--- src/rtl/gpio_host_port_if.sv ---
// rtl/gpio_host_port_if.sv - gpio_out event stream between the host port and its consumer
interface gpio_host_port_if;
  logic        evt_valid;
  logic [31:0] evt_data;
  logic        evt_ready;

  modport master (output evt_valid, output evt_data, input evt_ready);
  modport slave  (input evt_valid, input evt_data, output evt_ready);
endinterface

--- src/rtl/gpio_host_port.sv ---
// rtl/gpio_host_port.sv - board-side GPIO port: synchronised inputs, gpio_out change FIFO
// Optional input debounce FSM is built when GPIO_DEBOUNCE_EN is defined.
module gpio_host_port #(
  parameter int IN_W       = 18,
  parameter int DEB_CYCLES = 50000,
  parameter int FIFO_DEPTH = 4
) (
  input  logic               clk,
  input  logic               rst,
  input  logic [IN_W-1:0]    sw_in,
  input  logic               key_n,
  output logic [31:0]        gpio_in,
  input  logic [31:0]        gpio_out,
  gpio_host_port_if.master   evt,
  output logic               evt_overflow,
  input  logic               clr_overflow
);
  localparam int VW = IN_W + 1;
  localparam int AW = $clog2(FIFO_DEPTH);

  if (IN_W < 1 || IN_W > 31) begin : g_bad_in_w
    $error("IN_W must be 1..31");
  end
  if (DEB_CYCLES < 2) begin : g_bad_deb
    $error("DEB_CYCLES must be >= 2");
  end
  if (FIFO_DEPTH < 2 || (FIFO_DEPTH & (FIFO_DEPTH - 1)) != 0) begin : g_bad_depth
    $error("FIFO_DEPTH must be a power of 2, >= 2");
  end

  logic [VW-1:0] sync1, s, acc;
  logic [31:0]   acc_word;

  always_ff @(posedge clk or posedge rst) begin
    if (rst) begin
      sync1 <= '0;
      s     <= '0;
    end else begin
      sync1 <= {~key_n, sw_in};
      s     <= sync1;
    end
  end

  // Key lands in bit 31, switches in the low bits, everything between reads zero
  always_comb begin
    acc_word           = '0;
    acc_word[IN_W-1:0] = acc[IN_W-1:0];
    acc_word[31]       = acc[IN_W];
  end

`ifdef GPIO_DEBOUNCE_EN
  localparam int CW = $clog2(DEB_CYCLES) + 1;
  typedef enum logic {STABLE, SETTLING} deb_state_t;

  deb_state_t    state, state_nx;
  logic [VW-1:0] cand, cand_nx, acc_nx;
  logic [CW-1:0] cnt, cnt_nx;

  always_ff @(posedge clk or posedge rst) begin
    if (rst) begin
      state   <= STABLE;
      cand    <= '0;
      cnt     <= '0;
      acc     <= '0;
      gpio_in <= '0;
    end else begin
      state   <= state_nx;
      cand    <= cand_nx;
      cnt     <= cnt_nx;
      acc     <= acc_nx;
      gpio_in <= acc_word;
    end
  end

  // A return to the accepted value is a rejected glitch, checked before a restart
  always_comb begin
    state_nx = state;
    cand_nx  = cand;
    cnt_nx   = cnt;
    acc_nx   = acc;
    case (state)
      STABLE: begin
        if (s != acc) begin
          state_nx = SETTLING;
          cand_nx  = s;
          cnt_nx   = CW'(1);
        end
      end
      SETTLING: begin
        if (s == acc) begin
          state_nx = STABLE;
        end else if (s != cand) begin
          cand_nx = s;
          cnt_nx  = CW'(1);
        end else if (cnt == CW'(DEB_CYCLES - 1)) begin
          acc_nx   = cand;
          state_nx = STABLE;
        end else begin
          cnt_nx = cnt + CW'(1);
        end
      end
      default: state_nx = STABLE;
    endcase
  end
`else
  // Without debounce, acc itself is the gpio_in register
  always_ff @(posedge clk or posedge rst) begin
    if (rst) acc <= '0;
    else     acc <= s;
  end

  assign gpio_in = acc_word;
`endif

  logic [31:0] mem [FIFO_DEPTH];
  logic [AW:0] wr_ptr, rd_ptr;
  logic [31:0] prev_out;
  logic        empty, full, change, pop, wr_en, drop;

  assign empty  = (wr_ptr == rd_ptr);
  assign full   = (wr_ptr[AW] != rd_ptr[AW]) && (wr_ptr[AW-1:0] == rd_ptr[AW-1:0]);
  assign change = (gpio_out != prev_out);
  assign pop    = ~empty & evt.evt_ready;
  assign wr_en  = change & (~full | pop);
  assign drop   = change & full & ~pop;

  always_ff @(posedge clk or posedge rst) begin
    if (rst) begin
      wr_ptr       <= '0;
      rd_ptr       <= '0;
      prev_out     <= '0;
      evt_overflow <= 1'b0;
    end else begin
      if (change) prev_out <= gpio_out;
      if (wr_en)  wr_ptr   <= wr_ptr + 1'b1;
      if (pop)    rd_ptr   <= rd_ptr + 1'b1;
      if (drop)              evt_overflow <= 1'b1;
      else if (clr_overflow) evt_overflow <= 1'b0;
    end
  end

  always_ff @(posedge clk) begin
    if (wr_en) mem[wr_ptr[AW-1:0]] <= gpio_out;
  end

  assign evt.evt_valid = ~empty;
  assign evt.evt_data  = empty ? 32'd0 : mem[rd_ptr[AW-1:0]];
endmodule

--- src/flat_wrapper.sv ---
// flat-port wrapper written by rule: the top's interface ports become plain ports
module gpio_host_port_flat 
#(
  parameter int IN_W       = 18,
  parameter int DEB_CYCLES = 50000,
  parameter int FIFO_DEPTH = 4
)
  (clk, rst, sw_in, key_n, gpio_in, gpio_out, evt_overflow, clr_overflow, evt_evt_valid, evt_evt_data, evt_evt_ready);
  gpio_host_port_if evt_i ();
  input  logic clk;
  input  logic rst;
  input  logic [IN_W-1:0] sw_in;
  input  logic key_n;
  output logic [31:0] gpio_in;
  input  logic [31:0] gpio_out;
  output logic evt_overflow;
  input  logic clr_overflow;
  output wire logic [$bits(evt_i.evt_valid)-1:0] evt_evt_valid;
  output wire logic [$bits(evt_i.evt_data)-1:0] evt_evt_data;
  input wire logic [$bits(evt_i.evt_ready)-1:0] evt_evt_ready;
  assign evt_evt_valid = evt_i.evt_valid;
  assign evt_evt_data = evt_i.evt_data;
  assign evt_i.evt_ready = evt_evt_ready;
  gpio_host_port #(.IN_W(IN_W), .DEB_CYCLES(DEB_CYCLES), .FIFO_DEPTH(FIFO_DEPTH)) u_core (.clk(clk), .rst(rst), .sw_in(sw_in), .key_n(key_n), .gpio_in(gpio_in), .gpio_out(gpio_out), .evt(evt_i), .evt_overflow(evt_overflow), .clr_overflow(clr_overflow));
endmodule
--- config.mk ---
export PLATFORM = sky130hd
export DESIGN_NAME = gpio_host_port_flat
export DESIGN_NICKNAME = d
export VERILOG_FILES = /design/src/rtl/gpio_host_port_if.sv /design/src/rtl/gpio_host_port.sv /design/src/flat_wrapper.sv
export SDC_FILE = /design/constraint.sdc
export NUM_CORES = 1
export LEC_CHECK = 0
export ABC_AREA = 0
export BUFFER_PORTS_ARGS = -buffer_cell sky130_fd_sc_hd__clkbuf_2
export CAP_MARGIN = 10
export CORE_MARGIN = 8
export CORE_UTILIZATION = 56
export CTS_CLUSTER_DIAMETER = 40
export DETAILED_ROUTE_END_ITERATION = 8
export GPL_TIMING_DRIVEN = 0
export PLACE_DENSITY = 0.79
export SLEW_MARGIN = 10
export SYNTH_ARGS = -nofsm -noshare
export SYNTH_HDL_FRONTEND = slang
export SYNTH_SLANG_ARGS = --single-unit
--- constraint.sdc ---
create_clock -name clk -period 3.7 [get_ports clk]
set_input_delay 0.555 -clock clk [delete_from_list [all_inputs] [get_ports clk]]
set_output_delay 0.555 -clock clk [all_outputs]
set_load 0.05 [all_outputs]
==> flow_metrics.py <==
metrics = {
    "critical_path": {
        "r2r-start": "u_core.prev_out[24]",
        "cp.required_ns": 3.14,
        "arrival_ns": 2.49,
        "reg2reg_depth": 5,
        "timing.rr.end": "u_core.mem[0][25]",
        "worstSetupStartpointType": "register",
        "end_kind": "primary output",
        "r2r_setup_slack_ns": 1.29,
        "worstPathMaxFanout": 10,
        "path_class": "register to primary output",
    },
    "route": {
        "drtIter0Drc": 162,
        "routed_wl_mm": 15.2,
        "vias": 3908,
        "ant_nets": 0,
        "wire_per_inst_um": 19.7,
        "drc": 0,
        "avgViaCountPerCell": 5.08,
        "drtPass1Iterations": 4,
    },
    "global_routing": {
        "grt_pass1_wl_mm": 23.9,
        "antenna_found_initial": 0,
        "grt_pass1_vias": 4407,
        "grt_max_degree": 54,
        "grt.total_usage_pct": 17.0,
        "overflow": 0,
    },
    "die": {
        "die_w_um": 136,
        "coreArea_um2": 14300,
        "rows": 44,
        "initial_core_util_pct": 56.4,
        "die_area_um2": 18500,
        "dieHeight_um": 136,
        "pin_count": 121,
    },
    "sta": {
        "tightestPinTransition_ns": 0.934,
        "period_share_pct": 82.3,
        "setup_tns_ns": 0,
        "period_needed_ns": 3.04,
        "setup_ws_ns": 0.656,
        "holdWs_ns": 0.109,
        "slew_headroom_pct": 37.7,
        "hold_violations": 0,
        "setup_viol": 0,
        "fmax_mhz": 329,
        "drv_slew": 0,
        "skew_ns": 0.0179,
        "rsz0062_at_grt": "no",
    },
    "clock_tree": {
        "cts_root_buffer": "clkbuf_16",
        "clkTransAtPathRegs_ns": 0.06,
        "post-cts-setup-buffers": 0,
        "cts_max_level": 1,
        "clkSinkCount": 224,
        "cts_buffers": 26,
        "cts-resized-gates": 0,
        "clockBufferDepth": 3,
        "cts_tree": "done",
        "clk_latency_ns": 0.52,
        "cts_hold_buf": 0,
    },
    "synth": {
        "synthesis.area_um2": 8070,
        "synthArstFlopShare_pct": 42.9,
        "ys_warn_count": 0,
        "yosys_register_bits": 224,
        "synth.distinct_cells": 26,
        "synth_cells": 418,
        "syn_area_per_cell_um2": 19.3,
        "synthFlopType": "edfxtp_1",
        "synth_edf_count": 128,
        "yosysSeqAreaShare_pct": 77.4,
    },
    "placement": {
        "dp_hpwl_mm": 9.34,
        "gp_congestion": 0.709,
        "pre_cts_ws_ns": 0.910,
        "io_buffer_count": 107,
    },
    "run": {
        "max_cap_viol_count": 0,
    },
    "outcome": {
        "outcome": "finished clean",
    },
    "hold_path": {
        "hold_path.class": "primary input to asynchronous set/reset pin",
    },
    "finish": {
        "finalNetCount": 627,
        "final_layout_size_suffix_gt1_share_pct": 36.2,
        "utilization_pct": 68.7,
        "area_delta_synth_final_pct": 21.8,
        "n_antenna_cell": 0,
    },
    "power_and_ir_drop": {
        "power.density_nw_per_um2": 1010,
        "p_total_w": 0.00989,
        "ir_worst_vdd_uv": 478,
        "p_leak_nw": 3.90,
    },
}
-- sequential cells by signal (all words and copies together) (netlist names) --
name and count:
u_core.acc 19, u_core.evt_overflow 1, u_core.mem 128, u_core.prev_out 32
u_core.rd_ptr 3, u_core.s 19, u_core.sync1 19, u_core.wr_ptr 3
-- where the power goes --
part           total [W]  switching (W)  internal, W  leakage (nW)
registers        0.00356       0.000169      0.00339          2.32
logic            0.00378        0.00265      0.00113          1.17
clock network    0.00255       0.000979      0.00157         0.414
total            0.00989        0.00380      0.00609          3.90
-- stage by stage --
step / instances / cell area (um2)
after detailed placement: 723 / 8950
after global placement: 721 / 8880
after floorplan: 430 / 8120
final: 770 / 9830
after global routing: 770 / 9830
after CTS: 770 / 9830
-- worst max-delay path: stages, from the launching register on --
cell	delay [ns]
dfrtp_1	0.38
buf_4	0.18
xnor2_1	0.14
nand3b_1	0.36
clkbuf_1	0.39
and2_1	0.24
clkbuf_2	0.29
-- cells by family after synthesis --
family                   Yosys count  share of synthesized area, %
flip-flops                       224                          77.4
buffers and inverters             61                          3.67
AND/OR/NAND/NOR                   51                          4.36
XOR/XNOR                          39                          4.23
multiplexers                      34                          9.25
adder cells (fa/ha/maj)            5                         0.775
AO/OA/AOI/OAI                      3                         0.279
other                              1                        0.0465
-- layout by cell type (no fill, tap or decap), types with 2 or more instances in the layout --
cell type   Yosys  routed
clkinv_4        0       3
clkbuf_16       0      27
mux4_2         32      32
clkinv_2        0       2
clkinvlp_4      0       5
xor2_1          2       2
clkbuf_1       36      40
clkbuf_2        0     107
nand4_1         8       8
buf_16          0       2
nand2_1         2       2
xnor2_1        37      37
nor4_4          2       2
and2_2          3       3
buf_4          15      15
ha_1            5       5
inv_1           5       4
edfxtp_1      128     128
buf_2           4       4
conb_1          1      13
and2_1         32      32
bufinv_16       0       3
dfrtp_1        96      96
-- layer usage --
layer	up-vias	part of all wire, %	track usage, %
li1	1765	-	-
met3	25	8.1	5.62
met1	1985	38	20.0
met2	133	52	29.5
met4	0	1.9	4.64
met5	-	0	0
-- final cells by class --
cell class / count / area, um2
Sequential cell: 224 / 6250
Fill cell: 935 / 4480
Multi-Input combinational cell: 145 / 1590
Clock buffer: 32 / 704
Timing Repair Buffer: 109 / 591
Buffer: 56 / 278
Tap cell: 184 / 230
Clock inverter: 15 / 176
Inverter: 5 / 21.3
-- Yosys cell counts (2+ instances only) --
| library cell | number | area [um2] |
|---|---|---|
| and2_1 | 32 | 200 |
| and2_2 | 3 | 22.5 |
| buf_2 | 4 | 20.0 |
| buf_4 | 15 | 113 |
| clkbuf_1 | 36 | 135 |
| dfrtp_1 | 96 | 2400 |
| edfxtp_1 | 128 | 3840 |
| ha_1 | 5 | 62.6 |
| inv_1 | 5 | 18.8 |
| mux4_2 | 32 | 721 |
| nand2_1 | 2 | 7.51 |
| nand4_1 | 8 | 50.1 |
| nor4_4 | 2 | 42.5 |
| xnor2_1 | 37 | 324 |
| xor2_1 | 2 | 17.5 |
-- how the worst max path moves through the flow --
stage | from | end | slack, ns | cells past startpoint
detailed placement | gpio_out[24] | u_core.mem[0][6] | 0.91 | 6
CTS | u_core.rd_ptr[1] | evt_evt_data[30] | 0.59 | 6
floorplan | u_core.rd_ptr[1] | u_core.mem[3][0] | 0.62 | 5
global route | u_core.rd_ptr[1] | evt_evt_data[30] | 0.52 | 6
finish | u_core.rd_ptr[1] | evt_evt_data[30] | 0.66 | 6
global placement | gpio_out[24] | u_core.mem[3][28] | -0.82 | 5
Note: power is estimated with default switching activity, not from simulation.
